**src/rtl/cnn_loop_pkg.sv**
```systemverilog
// Shared types and helpers for the nested loop counter.
// Loop mode selection and the packed-slice index used by the per-level bus packing.
package cnn_loop_pkg;

  typedef enum logic {
    ModeOneshot,
    ModeFreerun
  } loop_mode_e;

  // Low bit of level `level` within a bus packed as level i at [i*width +: width].
  function automatic int unsigned slice_lo(input int unsigned level, input int unsigned width);
    return level * width;
  endfunction

  function automatic loop_mode_e mode_from_param(input int unsigned oneshot);
    return (oneshot != 0) ? ModeOneshot : ModeFreerun;
  endfunction

endpackage

```
**src/rtl/loop_level.sv**
```systemverilog
// One level of the nested loop counter: latched max/stride, a count register and a wrap pulse.
// A level advances only on carry_in and forwards a carry when it is at its final value.
module loop_level
  import cnn_loop_pkg::*;
#(
  parameter int unsigned DATA_WIDTH = 4
) (
  input  logic                  clk,
  input  logic                  reset,
  input  logic                  clr,
  input  logic                  load,
  input  logic                  carry_in,
  input  logic [DATA_WIDTH-1:0] cfg_max,
  input  logic [DATA_WIDTH-1:0] cfg_stride,
  output logic [DATA_WIDTH-1:0] count,
  output logic                  last,
  output logic                  carry_out,
  output logic                  wrap
);

  logic [DATA_WIDTH-1:0] count_q, count_d;
  logic [DATA_WIDTH-1:0] max_q;
  logic [DATA_WIDTH-1:0] stride_q;
  logic                  wrap_q, wrap_d;
  logic [DATA_WIDTH:0]   sum;

  // One extra bit so count + stride can never overflow before the compare.
  assign sum  = {1'b0, count_q} + {1'b0, stride_q};
  assign last = (stride_q == '0) | (sum > {1'b0, max_q});

  assign carry_out = carry_in & last;

  always_comb begin
    count_d = count_q;
    wrap_d  = 1'b0;
    if (carry_in) begin
      count_d = last ? '0 : sum[DATA_WIDTH-1:0];
      wrap_d  = last;
    end
  end

  always_ff @(posedge clk) begin
    if (reset) begin
      count_q  <= '0;
      max_q    <= '0;
      stride_q <= '0;
      wrap_q   <= 1'b0;
    end else if (clr) begin
      count_q <= '0;
      wrap_q  <= 1'b0;
    end else if (load) begin
      count_q  <= '0;
      max_q    <= cfg_max;
      stride_q <= cfg_stride;
      wrap_q   <= 1'b0;
    end else begin
      count_q <= count_d;
      wrap_q  <= wrap_d;
    end
  end

  always_ff @(posedge clk) begin
    if (!reset) begin
      assert (count_q <= max_q);
    end
  end

  assign count = count_q;
  assign wrap  = wrap_q;

endmodule

```
**src/rtl/nested_loop_count.sv**
```systemverilog
// N-level nested loop counter: a carry chain of loop_level instances, level 0 innermost,
// with busy/done control and optional halt after the full iteration space.
module nested_loop_count
  import cnn_loop_pkg::*;
#(
  parameter int unsigned DATA_WIDTH = 4,
  parameter int unsigned NUM_LEVELS = 3,
  parameter int unsigned ONESHOT    = 1
) (
  input  logic                             clk,
  input  logic                             reset,
  input  logic                             clear,
  input  logic                             start,
  input  logic                             step,
  input  logic [NUM_LEVELS*DATA_WIDTH-1:0] max,
  input  logic [NUM_LEVELS*DATA_WIDTH-1:0] stride,
  output logic [NUM_LEVELS*DATA_WIDTH-1:0] count,
  output logic [NUM_LEVELS-1:0]            last,
  output logic [NUM_LEVELS-1:0]            wrap,
  output logic                             done,
  output logic                             busy
);

  localparam loop_mode_e Mode = mode_from_param(ONESHOT);

  logic [NUM_LEVELS:0] carry;
  logic                busy_q;
  logic                done_q;

  // Start and clear take priority, so no step is accepted in those cycles.
  assign carry[0] = step & busy_q & ~start & ~clear;

  for (genvar g = 0; g < NUM_LEVELS; g++) begin : gen_level
    localparam int unsigned Lo = slice_lo(g, DATA_WIDTH);

    loop_level #(
      .DATA_WIDTH(DATA_WIDTH)
    ) u_level (
      .clk       (clk),
      .reset     (reset),
      .clr       (clear),
      .load      (start),
      .carry_in  (carry[g]),
      .cfg_max   (max[Lo +: DATA_WIDTH]),
      .cfg_stride(stride[Lo +: DATA_WIDTH]),
      .count     (count[Lo +: DATA_WIDTH]),
      .last      (last[g]),
      .carry_out (carry[g+1]),
      .wrap      (wrap[g])
    );
  end

  always_ff @(posedge clk) begin
    if (reset) begin
      busy_q <= 1'b0;
      done_q <= 1'b0;
    end else if (clear) begin
      busy_q <= 1'b0;
      done_q <= 1'b0;
    end else if (start) begin
      busy_q <= 1'b1;
      done_q <= 1'b0;
    end else begin
      done_q <= carry[NUM_LEVELS];
      if ((Mode == ModeOneshot) && carry[NUM_LEVELS]) begin
        busy_q <= 1'b0;
      end
    end
  end

  assign busy = busy_q;
  assign done = done_q;

endmodule

```
**config.mk**
```make
export PLATFORM = sky130hd
export DESIGN_NAME = nested_loop_count
export DESIGN_NICKNAME = d
export VERILOG_FILES = /design/src/rtl/cnn_loop_pkg.sv /design/src/rtl/loop_level.sv /design/src/rtl/nested_loop_count.sv
export SDC_FILE = /design/constraint.sdc
export NUM_CORES = 1
export LEC_CHECK = 0
export CAP_MARGIN = 20
export CORE_MARGIN = 5
export CORE_UTILIZATION = 28
export CTS_CLUSTER_DIAMETER = 40
export DETAILED_ROUTE_END_ITERATION = 12
export DONT_BUFFER_PORTS = 1
export PLACE_DENSITY = 0.49
export SYNTH_ARGS = -nofsm -noshare
export SYNTH_HDL_FRONTEND = slang
export SYNTH_HIERARCHICAL = 1
export SYNTH_SLANG_ARGS = --single-unit
```
**constraint.sdc**
```tcl
create_clock -name clk -period 3.3 [get_ports clk]
set_clock_uncertainty 0.15 [all_clocks]
set_input_delay 0.66 -clock clk [delete_from_list [all_inputs] [get_ports clk]]
set_output_delay 0.66 -clock clk [all_outputs]
set_load 0.01 [all_outputs]
```
==> run_results.csv, run 1 <==
group,metric,value,unit
timing,worst_pin_slew,1.02,ns
timing,finalCriticalPeriod,3.31,ns
min_path,hp-start,"reset",
place,dpl.hpwl,3970,microns
floorplan,pin_count,49,
critical_path,path_class,"flop to primary output",
place,io_buffers,0,
clock_network,cts_tree,"yes",
timing,fin_setup_tns,-0.0145,ns
timing,slew_viol_final,0,
layout,nets,302,
drt,drc,0,
synth,synth-edff-count,0,
timing,hold_viol_final,0,
critical_path,reg2reg_depth,13,
drt,drtAntennaViolNets,0,
clock_network,clk_latency,0.29,ns
synth,synth_top_cell_area_share,37.3,%
layout,antennaDiodeCount,0,
run,maxCapViolations,0,
synth,syn-instance-count,221,
synth,ys.flop_type,"dfxtp_1",
grt,grt_first_pass_wirelength,8600,microns
floorplan,die_w,98.7,microns
clock_network,clk_pin_slew,0.08,ns
critical_path,cp_slowest_stage_delay,0.43,ns
power,p_total,1140,uW
clock_network,numCtsBuffers,5,
critical_path,worst_path_most_repeated_cell,"ha_4",
grt,grt_pass1_vias,1727,
outcome,status,"finished with violations",
floorplan,die_h,98.7,microns
critical_path,cp-start-kind,"flop",
place,place.gp.congestion,0.740,
critical_path,cpMaxStageDelayCell,"fa_2",
clock_network,cts_root_buf,"clkbuf_8",
critical_path,r2r_slack,0.23,ns
timing,finalSetupViolCount,1,
critical_path,cp.required,2.49,ns
drt,drt_iter0_markers,39,
min_path,hold_class,"input pin to flop",
layout,fillerInstances,787,
timing,slew_headroom,31.8,%
synth,ys_seq_elements,41,
layout,syn_to_final_growth,31.6,%
power,peakVddDrop,155,uV
drt,vias,1653,
layout,drive_gt1_share,35.6,%
floorplan,rows,32,
clock_network,cts_hold_buf,0,
synth,synth_top_area_cell,"dfxtp_1",
synth,yosysSeqAreaShare,37.3,%
min_path,hold_path_end,"gen_level[1].u_level/stride_q[1]",
synth,synth.most_common_cell,"dfxtp_1",
critical_path,startpoint,"gen_level[0].u_level/stride_q[0]",
synth,synthTopCellsByArea,"dfxtp_1 (37%), ha_1 (14%), mux2i_1 (6.8%)",
grt,grt.overflow.total,0,
floorplan,initial_core_util,28.6,%
clock_network,clock_path_buffers,2,
timing,period_share,100,%
drt,wire_per_inst,15.3,microns
outcome,violations,"negative setup slack",
power,p_per_area,393,mW/mm^2
grt,antenna_found_initial,0,
critical_path,critPathMaxFanout,3,
floorplan,die_area,0.00974,sq mm
critical_path,r2r-end,"gen_level[2].u_level/count[2]",
critical_path,cp_cell_sequence,"ha_4 -> fa_2 -> xor2_4 -> ha_4 -> a21oi_2 -> o221ai_2 -> a2111oi_4 -> buf_4 -> inv_2",
critical_path,r2r_start,"gen_level[1].u_level/stride_q[0]",
clock_network,cts_sinks,41,
grt,grt_usage,11.3,%
place,dpl_worst_slack,-0.177,ns
timing,post-route-worst-setup-slack,-0.0145,ns
synth,synth-async-reset-ratio,0,%
synth,synth_common_cells,"dfxtp_1 (41), nor2_1 (34), ha_1 (24)",
min_path,worstHoldPathCells,1,
clock_network,cts_max_level,2,
synth,syn_nets,277,
critical_path,crit_arrival,2.50,ns
synth,ys_types,24,
timing,grt_setup_unrepaired,"yes",
drt,routed_wirelength,5350,microns
grt,grt_max_degree,33,
synth,syn_avg_cell_area,9.96,sq um
power,leakagePower,0.00115,uW
floorplan,coreArea,0.00769,sq mm
drt,drt_first_pass_iters,3,
synth,syn-cell-area,0.00220,sq mm
drt,viasPerCell,4.74,
synth,ys_warn_count,6,
timing,fmax,0.302,GHz
timing,hold_ws,0.272,ns
critical_path,crit_path_end_kind,"primary output",
-- placed cells by master (no fill, tap or decap), types with 2 or more instances in the layout --
master / count
mux2i_1: 15
nor2b_1: 12
dfxtp_2: 10
a21o_1: 3
ha_2: 3
buf_4: 24
a21oi_1: 12
a21oi_2: 5
fa_2: 3
xor2_4: 3
dfxtp_4: 4
nor4b_2: 2
nor2_1: 34
clkbuf_8: 6
inv_2: 2
nand3_2: 3
a2111oi_4: 3
ha_1: 11
dfxtp_1: 27
nand4_1: 3
inv_1: 19
xnor2_2: 2
ha_4: 10
nor4_1: 5
a32o_1: 12
o221ai_2: 3
-- per-stage QoR --
step	instances	cell area [sq um]	util, %
6_report	349	2900	37.7
4_1_cts	344	2740	35.7
5_1_grt	349	2900	37.7
2_1_floorplan	221	2200	-
3_5_place_dp	331	2400	31.3
3_3_place_gp	331	2400	31.3
-- worst max-delay path: cells and delay by family (launching register included) --
family | cells | cell delay (ns)
adders and majority gates | 3 | 0.82
AOI/OAI and AO/OA | 3 | 0.63
DFF | 1 | 0.35
buffers and inverters | 2 | 0.22
xor gates and xnor gates | 1 | 0.18
-- cell type report --
| cell class | instances | area (sq um) | area share (%) |
|---|---|---|---|
| Multi-Input combinational cell | 153 | 1550 | 53.4 |
| Sequential cell | 41 | 848 | 29.3 |
| Timing Repair Buffer | 24 | 180 | 6.21 |
| Tap cell | 102 | 128 | 4.40 |
| Clock buffer | 7 | 86.3 | 2.98 |
| Inverter | 21 | 78.8 | 2.72 |
| Clock inverter | 1 | 30.0 | 1.04 |
-- worst max-delay path by stage --
stage                                          to  slack, ns  cells past startpoint
floorplan           gen_level[2].u_level/count[0]       0.05                     11
global placement    gen_level[2].u_level/count[1]      -0.03                     11
detailed placement  gen_level[2].u_level/count[3]      -0.18                     11
CTS                                       last[0]      -0.06                     10
global route                              last[0]      -0.14                      9
finish                                    last[0]      -0.01                      9
-- what timing repair did --
item	in CTS	in global routing
endpoints found under the setup margin	13	8
setup buffers	5	6
resized for setup	35	24
pin swaps	13	19
-- report_power, final --
group | leakage (uW) | total, uW | internal, uW | switching (uW)
Sequential | 0.000341 | 518 | 507 | 11.6
Clock | 0.0000585 | 420 | 247 | 174
Combinational | 0.000747 | 201 | 101 | 100
Total | 0.00115 | 1140 | 854 | 285
-- cell families after synthesis --
| logic type | count (synthesis) | share of synthesized area (%) |
|---|---|---|
| muxes | 15 | 6.82 |
| and+or+nand+nor | 65 | 15.0 |
| AOI/OAI and AO/OA | 40 | 17.2 |
| xor gates and xnor gates | 6 | 2.39 |
| adders and majority gates | 27 | 16.4 |
| buffers and inverters | 27 | 4.94 |
| DFF | 41 | 37.3 |
-- routing by layer --
layer | wire length (microns) | global-route usage [%] | vias to the layer above
li1 | - | - | 833
met1 | 2380 | 13.1 | 778
met2 | 2580 | 19.0 | 36
met3 | 316 | 4.60 | 6
met4 | 59 | 3.47 | 0
met5 | 0 | 0 | -
-- sequential cells by signal, indices dropped and copies added, names as in the netlist --
| signal | count |
|---|---|
| gen_level.u_level/count | 12 |
| gen_level.u_level/max_q | 12 |
| gen_level.u_level/stride_q | 12 |
| gen_level.u_level/wrap | 3 |
| busy | 1 |
| done | 1 |
No activity file was read; power rests on OpenSTA's default activity.
==> run 2, diff against run 1 <==
--- a/config.mk
+++ b/config.mk
@@ -11,6 +11,7 @@
 export CTS_CLUSTER_DIAMETER = 40
 export DETAILED_ROUTE_END_ITERATION = 12
 export DONT_BUFFER_PORTS = 1
+export GPL_TIMING_DRIVEN = 1
 export PLACE_DENSITY = 0.49
 export SYNTH_ARGS = -nofsm -noshare
 export SYNTH_HDL_FRONTEND = slang
==> results of run 2 <==
The final DEF is identical to that of run 1; final timing and power are the same.
